==> src/rtl/game_status_ctrl.sv <==
// Game status controller: IDLE/PLAY/PAUSE/LOST sequencing, collision detection and scoring.
// Define HIGH_SCORE_EN to keep a best score across games; otherwise highest_score is tied to 0.
module game_status_ctrl #(
  parameter int unsigned BIRD_X    = 160,
  parameter int unsigned BIRD_W    = 16,
  parameter int unsigned BIRD_H    = 16,
  parameter int unsigned PILLAR_W  = 40,
  parameter int unsigned GAP_H     = 120,
  parameter int unsigned FLOOR_Y   = 464,
  parameter int unsigned MAX_SCORE = 999,
  parameter int unsigned LOST_HOLD = 50
) (
  input  logic       clk,
  input  logic       clr,
  input  logic       start,
  input  logic       paused,
  input  logic [9:0] bird_y,
  input  logic [8:0] pillar1_x,
  input  logic [8:0] pillar2_x,
  input  logic [9:0] gap1_y,
  input  logic [9:0] gap2_y,
  output logic [1:0] game_state,
  output logic [9:0] current_score,
  output logic [9:0] highest_score,
  output logic       lost,
  output logic       run_en
);

  localparam int unsigned HoldW = $clog2(LOST_HOLD + 1);

  typedef enum logic [1:0] {
    StIdle  = 2'd0,
    StPlay  = 2'd1,
    StPause = 2'd2,
    StLost  = 2'd3
  } state_e;

  state_e           state_q;
  logic             start_q;
  logic [8:0]       prev1_x_q, prev2_x_q;
  logic [HoldW-1:0] hold_cnt_q;
  logic [9:0]       score_q;

  logic             start_edge;
  logic             collision;
  logic             pass1, pass2;
  logic [10:0]      score_sum;
  logic [9:0]       score_next;

  // All geometry is widened to 11 bits so edge sums never wrap.
  function automatic logic pillar_hit(input logic [8:0] px, input logic [9:0] gy,
                                      input logic [9:0] by);
    logic [10:0] left;
    logic        overlap;
    logic        outside_gap;
    left        = 11'(px);
    overlap     = (11'(BIRD_X) < left + 11'(PILLAR_W)) && (left < 11'(BIRD_X) + 11'(BIRD_W));
    outside_gap = (11'(by) < 11'(gy)) || (11'(by) + 11'(BIRD_H) > 11'(gy) + 11'(GAP_H));
    return overlap && outside_gap;
  endfunction

  // A pillar moving right means it wrapped to the far side; never a pass.
  function automatic logic pillar_pass(input logic [8:0] prev_x, input logic [8:0] cur_x);
    return (11'(prev_x) + 11'(PILLAR_W) >= 11'(BIRD_X)) &&
           (11'(cur_x) + 11'(PILLAR_W) < 11'(BIRD_X)) &&
           !(cur_x > prev_x);
  endfunction

  always_comb begin
    start_edge = start && !start_q;
    collision  = (bird_y == 10'd0) ||
                 (11'(bird_y) + 11'(BIRD_H) >= 11'(FLOOR_Y)) ||
                 pillar_hit(pillar1_x, gap1_y, bird_y) ||
                 pillar_hit(pillar2_x, gap2_y, bird_y);
    pass1      = pillar_pass(prev1_x_q, pillar1_x);
    pass2      = pillar_pass(prev2_x_q, pillar2_x);
    score_sum  = 11'(score_q) + 11'(pass1) + 11'(pass2);
    score_next = (score_sum > 11'(MAX_SCORE)) ? 10'(MAX_SCORE) : score_sum[9:0];
  end

  always_ff @(posedge clk) begin
    if (clr) begin
      state_q    <= StIdle;
      start_q    <= 1'b1;
      prev1_x_q  <= '0;
      prev2_x_q  <= '0;
      hold_cnt_q <= '0;
      score_q    <= '0;
    end else begin
      start_q   <= start;
      prev1_x_q <= pillar1_x;
      prev2_x_q <= pillar2_x;
      unique case (state_q)
        StIdle: begin
          if (start_edge) begin
            state_q <= StPlay;
            score_q <= '0;
          end
        end
        StPlay: begin
          if (collision) begin
            state_q    <= StLost;
            hold_cnt_q <= '0;
          end else begin
            score_q <= score_next;
            if (paused) state_q <= StPause;
          end
        end
        StPause: begin
          if (!paused) state_q <= StPlay;
        end
        StLost: begin
          if (hold_cnt_q < HoldW'(LOST_HOLD)) hold_cnt_q <= hold_cnt_q + 1'b1;
          if (start_edge && (hold_cnt_q >= HoldW'(LOST_HOLD))) state_q <= StIdle;
        end
        default: state_q <= StIdle;
      endcase
    end
  end

`ifdef HIGH_SCORE_EN
  logic [9:0] best_q;

  always_ff @(posedge clk) begin
    if (clr) begin
      best_q <= '0;
    end else if ((state_q == StPlay) && collision && (score_q > best_q)) begin
      best_q <= score_q;
    end
  end

  assign highest_score = best_q;
`else
  assign highest_score = '0;
`endif

  assign game_state    = state_q;
  assign current_score = score_q;
  assign lost          = (state_q == StLost);
  assign run_en        = (state_q == StPlay);

endmodule

==> config.mk <==
export PLATFORM = sky130hd
export DESIGN_NAME = game_status_ctrl
export DESIGN_NICKNAME = d
export VERILOG_FILES = /design/src/rtl/game_status_ctrl.sv
export SDC_FILE = /design/constraint.sdc
export NUM_CORES = 1
export LEC_CHECK = 0
export ABC_CLOCK_PERIOD_IN_PS = 6250
export BUFFER_PORTS_ARGS = -buffer_cell sky130_fd_sc_hd__buf_4
export CORE_ASPECT_RATIO = 0.6
export CORE_UTILIZATION = 60
export DETAILED_ROUTE_END_ITERATION = 10
export GPL_TIMING_DRIVEN = 0
export PLACE_DENSITY_LB_ADDON = 0.15
export SYNTH_ARGS = -nofsm -noshare
export SYNTH_HDL_FRONTEND = slang
export SYNTH_SLANG_ARGS = --single-unit
==> constraint.sdc <==
create_clock -name clk -period 6.25 [get_ports clk]
set_input_delay 1.25 -clock clk [delete_from_list [all_inputs] [get_ports clk]]
set_output_delay 1.25 -clock clk [all_outputs]
set_load 0.03 [all_outputs]
## After elaboration in Yosys (flattened, before gate mapping)

Index checks and enable logic that the tools add are counted.

| operators by class | value |
|---|---|
| $add $sub $neg | 10 |
| order comparisons | 18 |
| eq/ne operators | 10 |
| muxes and demuxes | 13 |
| reduce and logical (&&, ||, !) cells | 25 |

Operators by type and width:

| operator | count |
|---|---|
| $add A9 B6 Y10 const B | 4 |
| $mux W10 | 3 |
| $add A10 B7 Y11 const B | 2 |
| $gt A11 B11 Y1 | 2 |
| $lt A8 B11 Y1 const A | 2 |
| $ge A10 B8 Y1 const B | 2 |
| $lt A10 B10 Y1 | 2 |
| $lt A10 B8 Y1 const B | 2 |
| $pmux W10 S2 | 1 |
| $gt A9 B9 Y1 | 2 |
| $lt A9 B8 Y1 const B | 2 |
| $mux W6 | 2 |
| $pmux W6 S2 | 1 |
| $add A10 B1 Y11 | 1 |
| $add A10 B5 Y11 const B | 1 |
| $add A11 B1 Y11 | 1 |
| $ge A11 B9 Y1 const B | 1 |
| $gt A11 B10 Y1 const B | 1 |
| $logic_and A1 B1 Y1 | 10 |
| $logic_not A10 Y1 | 1 |
| $mux W2 | 5 |
| $pmux W2 S4 | 1 |
| $add A6 B1 Y6 const B | 1 |
| $ge A6 B6 Y1 const B | 1 |
| other kinds (12) | 25 |

| storage, ports and cells | value |
|---|---|
| bits in registers | 37 |
| input port bits | 52 |

## Depth between registers and ports, before layout

| depth | value |
|---|---|
| depth after elaboration | 10 |
| depth in mapped cells | 21 |
| gate-level depth less buffers | 21 |

## Worst setup path before layout

Ideal clock, no wire load.

| path | value |
|---|---|
| path type | in2reg |
| start point | in pillar2_x[1] |
| end point | reg score_q[4] (netlist: current_score[4]) |
| data arrival time | 4452 ps |
| path slack | 1741 ps |
| stages on the path | 19 |
| path buffers | 0 |
| path through | ha_1 -> nor2b_1 -> o21ai_0 -> nand2b_1 -> a21oi_1 -> o21ai_0 -> a21o_1 -> a21oi_1 -> o21ai_0 -> fa_1 -> inv_1 -> ha_1 -> nand3_1 -> and4b_1 -> a31o_1 -> o211a_4 -> or4_1 -> nor2_1 -> or3_1 |

| between the ends | value |
|---|---|
| cells in the longest elaborated chain, start to end | 9 |
| elaborated cells between the ends (all ways) | 18 |
| those cells by class | add/sub: 2; order compare: 5; eq/ne: 1; mux: 3; reduce/logical: 7 |

RTL lines:

| what | RTL line | source |
|---|---|---|
| from (decl) | 19 | `input logic [8:0] pillar2_x,` |
| $add A9 B6 Y10 | 57, 65 |  |
| $lt A10 B8 Y1 | 65 | `(11'(cur_x) + 11'(PILLAR_W) < 11'(BIRD_X)) &&` |
| $logic_and A1 B1 Y1 | 64 | `return (11'(prev_x) + 11'(PILLAR_W) >= 11'(BIRD_X)) &&` |
| $logic_and A1 B1 Y1 | 65 |  |
| $add A11 B1 Y11 | 77 | `score_sum = 11'(score_q) + 11'(pass1) + 11'(pass2);` |
| $gt A11 B10 Y1 | 78 | `score_next = (score_sum > 11'(MAX_SCORE)) ? 10'(MAX_SCORE) : score_sum[9:0];` |
| $mux W10 | 78 |  |
| $mux W10 | 101 | `if (collision) begin` |
| $pmux W10 S2 | 93 | `unique case (state_q)` |
| to (signal assigned) | 105 | `score_q <= score_next;` |
| to (decl) | 42 | `logic [9:0] score_q;` |

Parallel ways exist; a longest one is shown, timed or not. The select of a mux whose other input is x is not followed.
A chain may end at the register's enable or synchronous reset.

## Worst setup path after layout

| path | value |
|---|---|
| start point | in pillar1_x[8] |
| end point | reg score_q[3] (netlist: current_score[3]) |

| between the ends | value |
|---|---|
| cells in the longest elaborated chain, start to end | 10 |
| elaborated cells between the ends (all ways) | 20 |
| those cells by class | add/sub: 3; order compare: 5; eq/ne: 1; mux: 3; reduce/logical: 8 |

RTL lines:

| what | RTL line | source |
|---|---|---|
| from (decl) | 18 | `input logic [8:0] pillar1_x,` |
| $add A9 B6 Y10 | 57, 65 |  |
| $lt A10 B8 Y1 | 65 |  |
| $logic_and A1 B1 Y1 | 64 |  |
| $logic_and A1 B1 Y1 | 65 |  |
| $add A10 B1 Y11 | 77 |  |
| $add A11 B1 Y11 | 77 |  |
| $gt A11 B10 Y1 | 78 |  |
| $mux W10 | 78 |  |
| $mux W10 | 101 |  |
| $pmux W10 S2 | 93 |  |

Parallel ways exist; a longest one is shown, timed or not. The select of a mux whose other input is x is not followed.

==> results.md <==
- Status: completed
- Hold Path Class: flip-flop to flip-flop
- Final Hold Fails: 0
- Initial DRC Count: 261
- FP Rows: 21
- Worst Path Buf+Inv: 2
- Worst-Skew Late Latency: 0.30 ns
- Clock sinks: 37
- Largest net degree at the start of global routing: 13
- Pwr dens: 164 nW/µm²
- Layout cells sized above 1: 18.3%
- CP max stage cell: or4_1
- Setup TNS: 0 ns
- Io pins: 76
- Yosys cell types: 63
- Critical path's top delay family: simple AND/OR/NAND/NOR gates
- Cells along the critical path: buf_4 -> ha_1 -> nand2_1 -> or4_1 -> nand2_1 -> o2111ai_1 -> a31o_2 -> fa_1 -> inv_1 -> ha_1 -> nand3_1 -> and4b_1 -> a31o_1 -> o211a_4 -> or4b_1 -> o211ai_1
- VDD IR max: 0.000119 V
- First-pass GRT wire length: 14100 µm
- RSZ-0062 raised after global routing: no
- Area growth syn-to-layout: 21.0%
- CTS max path bufs: 2
- TritonCTS Buffers: 5
- Clock root buffer: clkbuf_8
- Max_cap viols: 0
- Final Instance Area: 4350 µm²
- Congestion Overflow GR: 0
- Via density: 5.75
- Port Buffers: 65
- Post-synth EDFFs: 0
- Wirelength per Cell: 14.8 µm
- Worst Setup Path Type: input port to flip-flop
- Initial Utilization: 63.3%
- Worst relative slew slack: 61.6%
- Die area: 6310 µm²
- Crit Reg-Reg Endpoint: current_score[3]
- CP max FO: 7
- Synth Instances: 460
- Initial antenna violation count: 0
- # Post-CTS Setup Buffers: 0
- CTS Hold Bufs: 0
- Nets: 657
- Vias in the first global route: 2999
- Post-cts gate resize count: 0
- Area of the core: 5680 µm²
- Multi-input logic area: 2610 µm²
- R2R setup slack: 2.11 ns
- Final setup violating endpoints: 0
- Slowest stage delay, CP: 0.58 ns
- Fraction of registers with async set/reset: 0%
- CP Depth: 16
- DP Worst Slack: 1.26 ns
- Clk pin slew, worst setup/hold paths: 0.09 ns
- Die W: 102 µm
- Max Fclk: 0.206 GHz
- Post-synth top flop: dfxtp_1
- CP endpoint kind: flip-flop
- CTS tree: done
- Startpoint types: input port
- Commonest non-fill, non-tap cell in the layout: buf_4
- Most frequent cells in the layout: 75 x buf_4, 63 x ha_1, 47 x inv_1, 37 x nand2_1, 37 x dfxtp_1
- Utilization after layout: 76.7%
- Clock Skew: 0.0106 ns
- Least-Margin Pin Slew: 0.570 ns
- Number of routed nets with antenna violations: 0
- Overall global routing resource usage: 29.6%
- Period utilisation layout: 77.5%
- Cell Area, Synth: 3590 µm²
- Reg area: 741 µm²
- CTS H-tree lvls: 2
- Crit path DAT: 5.07 ns
- FF+latch count, synth: 37
- Final HPWL DP: 7460 µm
- Slew Viols, Final: 0
- Residual DRC: 0
- Sequential share of the synthesized area: 20.6%
- Diodes inserted: 0
- Final WS setup: 1.41 ns
- Hold-critical path depth: 2
- Reg2reg start: prev1_x_q[8]
- Leakage: 0.00208 µW
- Synthesized area per cell: 7.81 µm²
- Drt total wl: 9230 µm
- R2R cell count: 16
- YS warnings: 0
- GPL Wtd Cong: 0.895
- Pre-antenna DRT Iters: 8
- Routed vias: 3576
- Hold Startpoint: current_score[0]
- Hold path endpoint: current_score[0]
- Die height: 62.0 µm
- Post-route minimum period: 4.84 ns
- CP Data Required Time: 6.48 ns
- Placed inst area: 4220 µm²
- FILL cells: 441
==> through the flow <==
step | hold WS (ns) | std cells | total power, µW
floorplan | 0.486 | 469 | 384
global placement | 0.487 | 614 | 449
detailed placement | 0.487 | 614 | 458
CTS | 0.499 | 622 | 710
global route | 0.525 | 622 | 753
finish | 0.505 | 622 | 712
==> Yosys cell counts (3+ instances only) <==
cell	count	area share, %
a211oi_1	4	0.84
clkbuf_1	3	0.31
and3_1	7	1.2
nand2_1	37	3.9
nor2b_1	24	4.2
ha_1	63	22
nor3_1	14	1.9
or2_2	5	0.87
nand3b_1	4	0.84
a31oi_1	5	0.87
inv_1	47	4.9
o21a_1	3	0.63
or3_1	3	0.52
dfxtp_1	37	21
nand3_1	23	3.2
xnor2_1	15	3.7
o211ai_1	4	0.84
buf_4	10	2.1
nand4_1	12	2.1
nor2_1	25	2.6
a21oi_1	32	4.5
nand2b_1	8	1.4
o21ai_0	18	2.5
nor4_1	3	0.52
==> flip-flops by register name, summed over array words and instances, names as in the netlist <==
register	flops
current_score	10
prev1_x_q	9
prev2_x_q	9
hold_cnt_q	6
game_state	2
start_q	1
==> power breakdown <==
part / total [µW] / internal, µW / switching (µW)
registers: 250 / 244 / 5.89
logic: 209 / 92.2 / 117
clock network: 253 / 159 / 94.5
==> worst register-to-register path, delay by kind of cell, from the launching register on <==
family / cells / cell delay (ns)
DFF: 1 / 0.34
adders and majority gates: 3 / 0.97
and+or+nand+nor: 6 / 1.67
buffers and inverters: 2 / 0.13
AOI/OAI and AO/OA: 5 / 0.96
==> routing by layer <==
| metal | vias up | GRT usage (%) | wire length, µm |
|---|---|---|---|
| met3 | 17 | 8.17 | 891 |
| met1 | 1613 | 43.1 | 4690 |
| met5 | - | 0 | 0 |
| li1 | 1782 | - | - |
| met4 | 0 | 6.53 | 121 |
| met2 | 164 | 43.3 | 3530 |
==> area by class of cell <==
| class | instances | area share [%] |
|---|---|---|
| Buffer | 16 | 2.30 |
| Clock buffer | 5 | 1.58 |
| Clock inverter | 3 | 1.50 |
| Inverter | 47 | 4.06 |
| Multi-Input combinational cell | 369 | 60.0 |
| Sequential cell | 37 | 17.0 |
| Tap cell | 80 | 2.30 |
| Timing Repair Buffer | 65 | 11.2 |
==> cells by family (layout without fill, tap and decap cells) <==
group                      count (synthesis)  count (layout)  synth area share [%]
AOI/OAI and AO/OA                         93              93                  16.9
DFF                                       37              37                  20.6
muxes                                      2               2                 0.592
and+or+nand+nor                          183             183                  27.5
other                                      1              10                 0.104
xor gates and xnor gates                  17              17                  4.14
buffers and inverters                     63             136                  7.69
adders and majority gates                 64              64                  22.5
==> worst max-delay path by stage <==
stage                     slack, ns               end          from
final                          1.41  current_score[3]  pillar1_x[8]
after global routing           1.27  current_score[3]  pillar2_x[1]
after CTS                      1.50  current_score[3]  pillar1_x[8]
after detailed placement       1.26  current_score[3]  pillar2_x[1]
after global placement         1.31  current_score[4]  pillar2_x[1]
after floorplan                1.74  current_score[4]  pillar2_x[1]
Note: power is estimated with default switching activity, not from simulation.
